## src/rtl/uart_tx_arbiter_if.sv

```systemverilog
// Requester / UART_com handshake bundle for uart_tx_arbiter.
// slave = arbiter side, master = requesters plus transmitter side.
interface uart_tx_arbiter_if #(
  parameter int NUM_REQ = 3
);
  localparam int GW = (NUM_REQ > 1) ? $clog2(NUM_REQ) : 1;

  logic [NUM_REQ-1:0]   req_valid;
  logic [NUM_REQ*8-1:0] req_data;
  logic [NUM_REQ-1:0]   req_last;
  logic [NUM_REQ-1:0]   req_ready;
  logic                 tx_busy;
  logic                 trans_en;
  logic [7:0]           tx_data;
  logic [GW-1:0]        grant_id;
  logic                 active;
  logic                 timeout_err;

  modport slave (
    input  req_valid,
    input  req_data,
    input  req_last,
    input  tx_busy,
    output req_ready,
    output trans_en,
    output tx_data,
    output grant_id,
    output active,
    output timeout_err
  );

  modport master (
    output req_valid,
    output req_data,
    output req_last,
    output tx_busy,
    input  req_ready,
    input  trans_en,
    input  tx_data,
    input  grant_id,
    input  active,
    input  timeout_err
  );
endinterface

```

## src/rtl/uart_tx_arbiter.sv

```systemverilog
// Shares one UART_com transmitter among NUM_REQ byte sources with burst lock.
// Define TX_ARB_RR_EN for round-robin arbitration; default is fixed priority.
module uart_tx_arbiter #(
  parameter int NUM_REQ      = 3,
  parameter int BUSY_TIMEOUT = 1024
) (
  input logic              system_clock,
  input logic              reset,
  uart_tx_arbiter_if.slave bus
);
  localparam int GW = (NUM_REQ > 1) ? $clog2(NUM_REQ) : 1;
  localparam int CW = $clog2(BUSY_TIMEOUT + 1);

  typedef enum logic [1:0] {
    IDLE,
    LAUNCH,
    WAIT_BUSY,
    WAIT_DONE
  } state_t;

  state_t        state;
  state_t        state_nxt;
  logic [GW-1:0] grant_q;
  logic [GW-1:0] winner;
  logic          win_ok;
  logic          lock;
  logic          xfer;
  logic          to_hit;
  logic [CW-1:0] cnt;
  logic [7:0]    data_q;
  logic          err_q;
  int            idx;
  int            base;

`ifdef TX_ARB_RR_EN
  logic [GW-1:0] rr_ptr;

  function automatic logic [GW-1:0] nxt(
    input logic [GW-1:0] x
  );
    return (x == GW'(NUM_REQ - 1)) ? '0 : x + 1'b1;
  endfunction
`endif

  // Under lock only the current grantee is eligible.
  always_comb begin
    winner = grant_q;
    win_ok = 1'b0;
    idx    = 0;
`ifdef TX_ARB_RR_EN
    base   = int'(rr_ptr);
`else
    base   = 0;
`endif
    if (lock) begin
      win_ok = bus.req_valid[grant_q];
    end else begin
      for (int i = 0; i < NUM_REQ; i++) begin
        idx = base + i;
        if (idx >= NUM_REQ) idx = idx - NUM_REQ;
        if (!win_ok && bus.req_valid[idx]) begin
          winner = GW'(idx);
          win_ok = 1'b1;
        end
      end
    end
  end

  assign xfer   = (state == IDLE) && win_ok;
  assign to_hit = (state == WAIT_BUSY) && !bus.tx_busy
               && (cnt >= CW'(BUSY_TIMEOUT - 1));

  always_ff @(posedge system_clock or posedge reset) begin
    if (reset) state <= IDLE;
    else       state <= state_nxt;
  end

  always_comb begin
    state_nxt = state;
    unique case (state)
      IDLE:      if (win_ok) state_nxt = LAUNCH;
      LAUNCH:    state_nxt = WAIT_BUSY;
      WAIT_BUSY: begin
        if (bus.tx_busy)  state_nxt = WAIT_DONE;
        else if (to_hit)  state_nxt = IDLE;
      end
      WAIT_DONE: if (!bus.tx_busy) state_nxt = IDLE;
      default:   state_nxt = IDLE;
    endcase
  end

  // Ready is masked during reset so no byte appears accepted.
  always_comb begin
    bus.trans_en  = (state == LAUNCH);
    bus.req_ready = '0;
    if (xfer && !reset) bus.req_ready[winner] = 1'b1;
  end

  assign bus.tx_data     = data_q;
  assign bus.grant_id    = grant_q;
  assign bus.timeout_err = err_q;
  assign bus.active      = (state != IDLE) || lock;

  // Counter runs from LAUNCH so the error lands BUSY_TIMEOUT after trans_en.
  always_ff @(posedge system_clock or posedge reset) begin
    if (reset) begin
      data_q  <= '0;
      grant_q <= '0;
      lock    <= 1'b0;
      cnt     <= '0;
      err_q   <= 1'b0;
`ifdef TX_ARB_RR_EN
      rr_ptr  <= '0;
`endif
    end else begin
      if (xfer) begin
        data_q  <= bus.req_data[int'(winner)*8 +: 8];
        grant_q <= winner;
        lock    <= ~bus.req_last[winner];
      end
      if (xfer) begin
        cnt <= '0;
      end else if ((state == LAUNCH || state == WAIT_BUSY)
                   && cnt != CW'(BUSY_TIMEOUT)) begin
        cnt <= cnt + 1'b1;
      end
      if (to_hit) begin
        err_q <= 1'b1;
        lock  <= 1'b0;
      end
`ifdef TX_ARB_RR_EN
      if (xfer && bus.req_last[winner]) rr_ptr <= nxt(winner);
      else if (to_hit)                  rr_ptr <= nxt(grant_q);
`endif
    end
  end
endmodule

```

## src/flat_wrapper.sv

```systemverilog
// flat-port wrapper written by rule: the top's interface ports become plain ports
module uart_tx_arbiter_flat 
#(
  parameter int NUM_REQ      = 3,
  parameter int BUSY_TIMEOUT = 1024
)
  (system_clock, reset, bus_req_valid, bus_req_data, bus_req_last, bus_tx_busy, bus_req_ready, bus_trans_en, bus_tx_data, bus_grant_id, bus_active, bus_timeout_err);
  uart_tx_arbiter_if #(.NUM_REQ(NUM_REQ)) bus_i ();
  input logic system_clock;
  input logic reset;
  input wire logic [$bits(bus_i.req_valid)-1:0] bus_req_valid;
  input wire logic [$bits(bus_i.req_data)-1:0] bus_req_data;
  input wire logic [$bits(bus_i.req_last)-1:0] bus_req_last;
  input wire logic [$bits(bus_i.tx_busy)-1:0] bus_tx_busy;
  output wire logic [$bits(bus_i.req_ready)-1:0] bus_req_ready;
  output wire logic [$bits(bus_i.trans_en)-1:0] bus_trans_en;
  output wire logic [$bits(bus_i.tx_data)-1:0] bus_tx_data;
  output wire logic [$bits(bus_i.grant_id)-1:0] bus_grant_id;
  output wire logic [$bits(bus_i.active)-1:0] bus_active;
  output wire logic [$bits(bus_i.timeout_err)-1:0] bus_timeout_err;
  assign bus_i.req_valid = bus_req_valid;
  assign bus_i.req_data = bus_req_data;
  assign bus_i.req_last = bus_req_last;
  assign bus_i.tx_busy = bus_tx_busy;
  assign bus_req_ready = bus_i.req_ready;
  assign bus_trans_en = bus_i.trans_en;
  assign bus_tx_data = bus_i.tx_data;
  assign bus_grant_id = bus_i.grant_id;
  assign bus_active = bus_i.active;
  assign bus_timeout_err = bus_i.timeout_err;
  uart_tx_arbiter #(.NUM_REQ(NUM_REQ), .BUSY_TIMEOUT(BUSY_TIMEOUT)) u_core (.system_clock(system_clock), .reset(reset), .bus(bus_i));
endmodule
```

## config.mk

```make
export PLATFORM = sky130hd
export DESIGN_NAME = uart_tx_arbiter_flat
export DESIGN_NICKNAME = d
export VERILOG_FILES = /design/src/rtl/uart_tx_arbiter_if.sv /design/src/rtl/uart_tx_arbiter.sv /design/src/flat_wrapper.sv
export SDC_FILE = /design/constraint.sdc
export NUM_CORES = 1
export LEC_CHECK = 0
export BUFFER_PORTS_ARGS = -buffer_cell sky130_fd_sc_hd__clkbuf_2
export CORE_MARGIN = 1.5
export CORE_UTILIZATION = 50
export DETAILED_ROUTE_END_ITERATION = 12
export GPL_TIMING_DRIVEN = 0
export HOLD_SLACK_MARGIN = 0.1
export PLACE_DENSITY_LB_ADDON = 0.15
export SLEW_MARGIN = 10
export SYNTH_ARGS = -nofsm -noshare
export SYNTH_HDL_FRONTEND = slang
export SYNTH_SLANG_ARGS = --single-unit
```

## constraint.sdc

```tcl
create_clock -name system_clock -period 3.4 [get_ports system_clock]
set_clock_uncertainty 0.1 [all_clocks]
set_input_delay 0.51 -clock system_clock [delete_from_list [all_inputs] [get_ports system_clock]]
set_output_delay 0.51 -clock system_clock [all_outputs]
set_load 0.05 [all_outputs]
```

# Word-level counts from Yosys, hierarchy flattened
# Cells that the tools add are included.
[op_classes]
n_eq_ne = 7
n_mul = 0
n_lt_le_gt_ge = 4
shifts = 1
add_sub_neg = 1
bitwise_logic = 1
reduce_logical = 19
muxes = 26
div_mod_pow = 0
[ops]
columns = ["op", "n"]
rows = [
  ["24-bit by 6-bit variable part select with 8-bit output", 1],
  ["11-bit 2-to-1 mux", 2],
  ["2-bit 2-to-1 mux", 8],
  ["11-bit by 1-bit adder with 11-bit output, second input constant", 1],
  ["11-bit by 10-bit >= comparator with 1-bit output, second input constant", 1],
  ["1-bit 2-to-1 mux", 11],
  ["11-bit inequality test, second input constant", 1],
  ["1-bit logical AND", 8],
  ["2-bit one-hot mux with 4 select lines", 1],
  ["2-bit by 3-bit less-than comparator with 1-bit output, second input constant", 2],
  ["2-bit nonzero test", 3],
  ["1-bit binary-select mux with 2-bit select", 2],
  ["2-bit == test, second input constant", 2],
  ["1-bit logical NOT", 4],
  ["3-bit 2-to-1 mux", 1],
  ["3-bit by 2-bit inequality test with 1-bit output, second input constant", 1],
  ["3-bit AND reduction", 1],
  ["1-bit demux with 2-bit select", 1],
  ["2-bit by 1-bit == test with 1-bit output, second input constant", 1],
  ["2-bit by 1-bit >= comparator with 1-bit output, second input constant", 1],
  ["2-bit logical NOT", 1],
  ["1-bit logical OR", 2],
  ["2-bit by 1-bit inequality test with 1-bit output, second input constant", 1],
  ["2-bit inequality test, second input constant", 1],
  ["1-bit inverter", 1],
]
[word_totals]
ramBits = 0
latch_bits = 0
mem_count = 0
inputBits = 33
output_inout_bits = 16
elab_cells = 65
rom_bits = 0
reg_bits = 25

# Depth between registers and ports, before layout
[depth]
depth_word = 15
ltp_mapped = 7
ltp_nobuf = 7

# Worst setup path before layout
# Ideal clock, no wire load.
[synth_path]
kind = "register to output"
from = "reg u_core.grant_q[1], in the netlist u_core.bus.grant_id[1]"
to = "out bus_req_ready[0]"
arrival_ps = 2876
path_slack_ps = -86
path_buffers = 0
t_required_ps = 2790
path_stages_with_launch = 5
cell_sequence = "dfrtp_1 -> mux2i_1 -> o22ai_2 -> o211ai_2 -> nor4b_1"
[synth_between]
elab_chain_cells = 9
elab_cells_between_ends = 15
classes_between = "order compare (2); mux (10); reduce/logical (3)"
[synth_lines]
columns = ["element", "line", "rtl"]
rows = [
  ["start: declaration", "uart_tx_arbiter.sv:23", "logic [GW-1:0] grant_q;"],
  ["start signal: assignment", "uart_tx_arbiter.sv:118", "grant_q <= winner;"],
  ["2-bit 2-to-1 mux (3 in series)", "uart_tx_arbiter.sv:61", "if (!win_ok && bus.req_valid[idx]) begin"],
  ["2-bit 2-to-1 mux", "uart_tx_arbiter.sv:55", "if (lock) begin"],
  ["2-bit by 3-bit less-than comparator with 1-bit output (not written as such) / 2-bit by 1-bit >= comparator with 1-bit output (equally long branches)", "uart_tx_arbiter.sv:96", "if (xfer && !reset) bus.req_ready[winner] = 1'b1;"],
  ["1-bit logical AND (not written as such)", "uart_tx_arbiter.sv:96", ""],
  ["1-bit 2-to-1 mux (not written as such)", "uart_tx_arbiter.sv:96", ""],
  ["1-bit demux with 2-bit select", "-", ""],
  ["3-bit 2-to-1 mux (*)", "uart_tx_arbiter.sv:96", ""],
  ["end: declaration", "flat_wrapper.sv:15", "output wire logic [$bits(bus_i.req_ready)-1:0] bus_req_ready;"],
]
# Mark *: on every way between the ends. The rest lies on a longest branch, timed or not. The select of a mux whose other input is x is not followed.

# Final worst setup path
[layout_path]
from = "reg u_core.lock"
to = "out bus_req_ready[0]"
[layout_between]
elab_chain_cells = 6
elab_cells_between_ends = 10
classes_between = "order compare (2); mux (5); reduce/logical (3)"
[layout_lines]
columns = ["element", "line", "rtl"]
rows = [
  ["start: declaration", "uart_tx_arbiter.sv:26", "logic lock;"],
  ["start signal: assignment", "uart_tx_arbiter.sv:119", "lock <= ~bus.req_last[winner];"],
  ["2-bit 2-to-1 mux", "uart_tx_arbiter.sv:55", ""],
  ["2-bit by 3-bit less-than comparator with 1-bit output (not written as such) / 2-bit by 1-bit >= comparator with 1-bit output (equally long branches)", "uart_tx_arbiter.sv:96", ""],
  ["1-bit logical AND (not written as such)", "uart_tx_arbiter.sv:96", ""],
  ["1-bit 2-to-1 mux (not written as such)", "uart_tx_arbiter.sv:96", ""],
  ["1-bit demux with 2-bit select", "-", ""],
  ["3-bit 2-to-1 mux (*)", "uart_tx_arbiter.sv:96", ""],
]
# Mark *: on every way between the ends. The rest lies on a longest branch, timed or not.

==> results.tsv <==
stage	metric	value	unit
finish	P&R area growth vs syn	20.2	%
placed_design	PortBufs	48	
setup_path	reg2reg start	u_core.state[1]	
finish	Post-layout nets	255	
global_routing	largest net degree at the start of global routing	27	
global_routing	total track usage	21.8	%
setup_path	CP Class	reg -> out	
routing	ANT nets after route	0	
global_routing	GRT overflow	0	
global_routing	met1 usage	26.8	%
finish	ratio of cells with drive above 1 in the final layout	31.8	%
logic_synthesis	Unique masters post-synth	41	
timing	fmax	379	MHz
setup_path	Worst EP required	2.79	ns
routing	DR vias/cell	5.52	
clocking	Num CTS Buffers	3	
finish	number of diodes	0	
clocking	postcts setup bufs	0	
logic_synthesis	register area share after synthesis	40.0	%
clocking	# resized after CTS	0	
clocking	CTS tree	yes	
logic_synthesis	mean area per synthesized cell	9.65	µm²
setup_path	Worst Setup SP	u_core.lock	
placed_design	placed cell area	1850	µm²
setup_path	R2R setup slack	1.48	ns
floorplanning	die height	58.9	µm
floorplanning	Starting Density	52.0	%
clocking	worst skew pair latency	0.32	ns
worst_hold_path	Hold Path Class	in -> async	
floorplanning	Die Wd	58.9	µm
timing	Setup-failing EPs final	0	
routing	Avg WL per Cell	14.0	µm
logic_synthesis	synthesized instance count	162	
setup_path	critical path capture point type	output pin	
timing	period utilisation layout	77.6	%
setup_path	Worst setup SP type	register	
timing	RSZ-0062 raised after global routing	false	
floorplanning	IO Pins	49	
pwr	pwr/cell area	863	nW/µm²
finish	design area	1880	µm²
pwr	maximum vdd drop	0.000553	V
placed_design	routability cong.	0.844	
global_routing	initial antenna violation count	0	
timing	slew at the pin closest to its max-slew limit	0.942	ns
floorplanning	core area	3000	µm²
routing	final WL	3.46	mm
routing	via count	1364	
global_routing	vias in the first global route	1331	
timing	relative slew slack	37.1	%
setup_path	Critical Path End	bus_req_ready[0]	
global_routing	global routing's busiest layer	met2	
clocking	CTS Hold Bufs	0	
clocking	Clock Pin Slew Worst Setup and Hold Paths	0.13	ns
finish	most frequent cells in the layout	clkbuf_2, dfrtp_1, nand2_1, nor2_1, mux2i_1	
floorplanning	die area	3470	µm²
routing	number of remaining DRC errors	0	
timing	Final min period	2.64	ns
clocking	CTS sink cnt	25	
finish	commonest non-fill, non-tap cell in the layout	clkbuf_2	
global_routing	met3 GRT Util	2.20	%
logic_synthesis	Yosys reg bits	25	
clocking	Root Buffer	clkbuf_4	
setup_path	R2R Path End	u_core.state[1]	
timing	max-slew violation count	0	
outcome	status	finished, final reports clean	
flow_run	max-cap viol count	0	
logic_synthesis	Syn Nets	202	
routing	Initial DRC Count	56	
setup_path	Critical Path AT	2.03	ns
floorplanning	Std-Cell Rows	20	
routing	detailed-router iteration count before antenna repair	4	
clocking	Longest Clk Path Bufs	2	
pwr	Lkg Pwr	1.01	nW
setup_path	r2r worst-path depth	6	
clocking	H-tree Lvls	1	
global_routing	global-route wire length before repair	5.80	mm
timing	final hold vios	0	
placed_design	Post-DP HPWL	2.68	mm
timing	Setup TNS	0	ns
global_routing	met2 Use GR	37.8	%
setup_path	worst-path fanout max	10	
logic_synthesis	post-synthesis cell area	1560	µm²
logic_synthesis	Ys Warns	0	
==> where the power goes <==
group | leakage, nW | switching (mW) | internal (mW)
logic | 0.671 | 0.642 | 0.359
clock network | 0.0177 | 0.0889 | 0.0442
registers | 0.325 | 0.0942 | 0.392
total | 1.01 | 0.825 | 0.795
==> sequential cells by signal, indices dropped and copies added, names as in the netlist <==
| signal | count |
|---|---|
| u_core.lock | 1 |
| u_core.cnt | 11 |
| u_core.bus.tx_data | 8 |
| u_core.bus.timeout_err | 1 |
| u_core.state | 2 |
| u_core.bus.grant_id | 2 |
==> worst min-delay path by stage <==
stage | startpoint | to
floorplan | u_core.state[1] | u_core.state[1]
global placement | u_core.bus.timeout_err | u_core.bus.timeout_err
detailed placement | u_core.bus.timeout_err | u_core.bus.timeout_err
CTS | reset | u_core.bus.tx_data[3]
global route | bus_req_data[21] | u_core.bus.tx_data[5]
finish | reset | u_core.bus.grant_id[0]
==> cells by family after synthesis <==
group           synth area share, %
simple gates                   17.3
compound gates                 18.8
flops                          40.0
buf+inv                        6.24
xor+xnor                       5.60
mux                            6.41
fa+ha+maj                      5.60
==> stage by stage <==
| stage | setup slack, ns | cells | util (%) | power, mW | hold WS, ns |
|---|---|---|---|---|---|
| floorplan | 0.0181 | 162 | - | 1.27 | 0.382 |
| global placement | 0.870 | 243 | 61.6 | 1.46 | 0.359 |
| detailed placement | 0.840 | 243 | 61.6 | 1.50 | 0.361 |
| CTS | 0.737 | 247 | 62.5 | 1.63 | 0.320 |
| global route | 0.646 | 247 | 62.5 | 1.74 | 0.344 |
| finish | 0.761 | 247 | 62.5 | 1.62 | 0.290 |
==> final cells by class <==
type / instances / area, µm²
Multi-Input combinational cell: 122 / 846
Inverter: 9 / 33.8
Buffer: 6 / 63.8
Clock inverter: 1 / 5.00
Tap cell: 33 / 41.3
Timing Repair Buffer: 48 / 240
Sequential cell: 25 / 626
Clock buffer: 3 / 22.5
Fill cell: 270 / 1120
==> metal layers <==
metal	share of wire [%]	wire [µm]
met5	0	0
met4	1.7	59
met3	2.8	98
met2	52	1800
met1	44	1510
==> critical path, cell delays in order, from the launching register on <==
cell and delay (ns):
dfrtp_1 0.49, o21bai_1 0.20, a22oi_2 0.28, buf_6 0.21, nor4b_2 0.20, clkbuf_2 0.31
==> synthesized netlist by cell type <==
master | count | area, µm²
a21o_1 | 1 | 7.51
a21oi_1 | 2 | 10.0
a221oi_1 | 1 | 8.76
a22oi_2 | 1 | 12.5
a2bb2oi_1 | 9 | 78.8
a31oi_1 | 1 | 6.26
a41oi_1 | 1 | 8.76
a41oi_2 | 1 | 16.3
and2b_2 | 1 | 8.76
and3_1 | 3 | 18.8
and4_2 | 1 | 10.0
buf_2 | 1 | 5.00
buf_6 | 4 | 45.0
clkbuf_8 | 1 | 13.8
dfrtp_1 | 25 | 626
ha_1 | 7 | 87.6
inv_1 | 9 | 33.8
mux2i_1 | 10 | 100
nand2_1 | 20 | 75.1
nand3_1 | 4 | 20.0
nand4_1 | 3 | 18.8
nor2_1 | 16 | 60.1
nor2b_1 | 1 | 6.26
nor3_1 | 1 | 5.00
nor3b_1 | 1 | 7.51
nor4_1 | 3 | 18.8
nor4b_1 | 1 | 8.76
o211a_1 | 1 | 10.0
o211ai_1 | 1 | 7.51
o211ai_2 | 1 | 12.5
o21a_1 | 1 | 7.51
o21ai_0 | 3 | 15.0
o21ai_1 | 9 | 45.0
o21bai_1 | 1 | 7.51
o22a_2 | 2 | 20.0
o22ai_2 | 1 | 12.5
o31ai_1 | 1 | 7.51
or2_2 | 1 | 6.26
or3_1 | 1 | 6.26
xnor2_1 | 1 | 8.76
xor2_1 | 9 | 78.8
(Power assumes the default switching activity.)
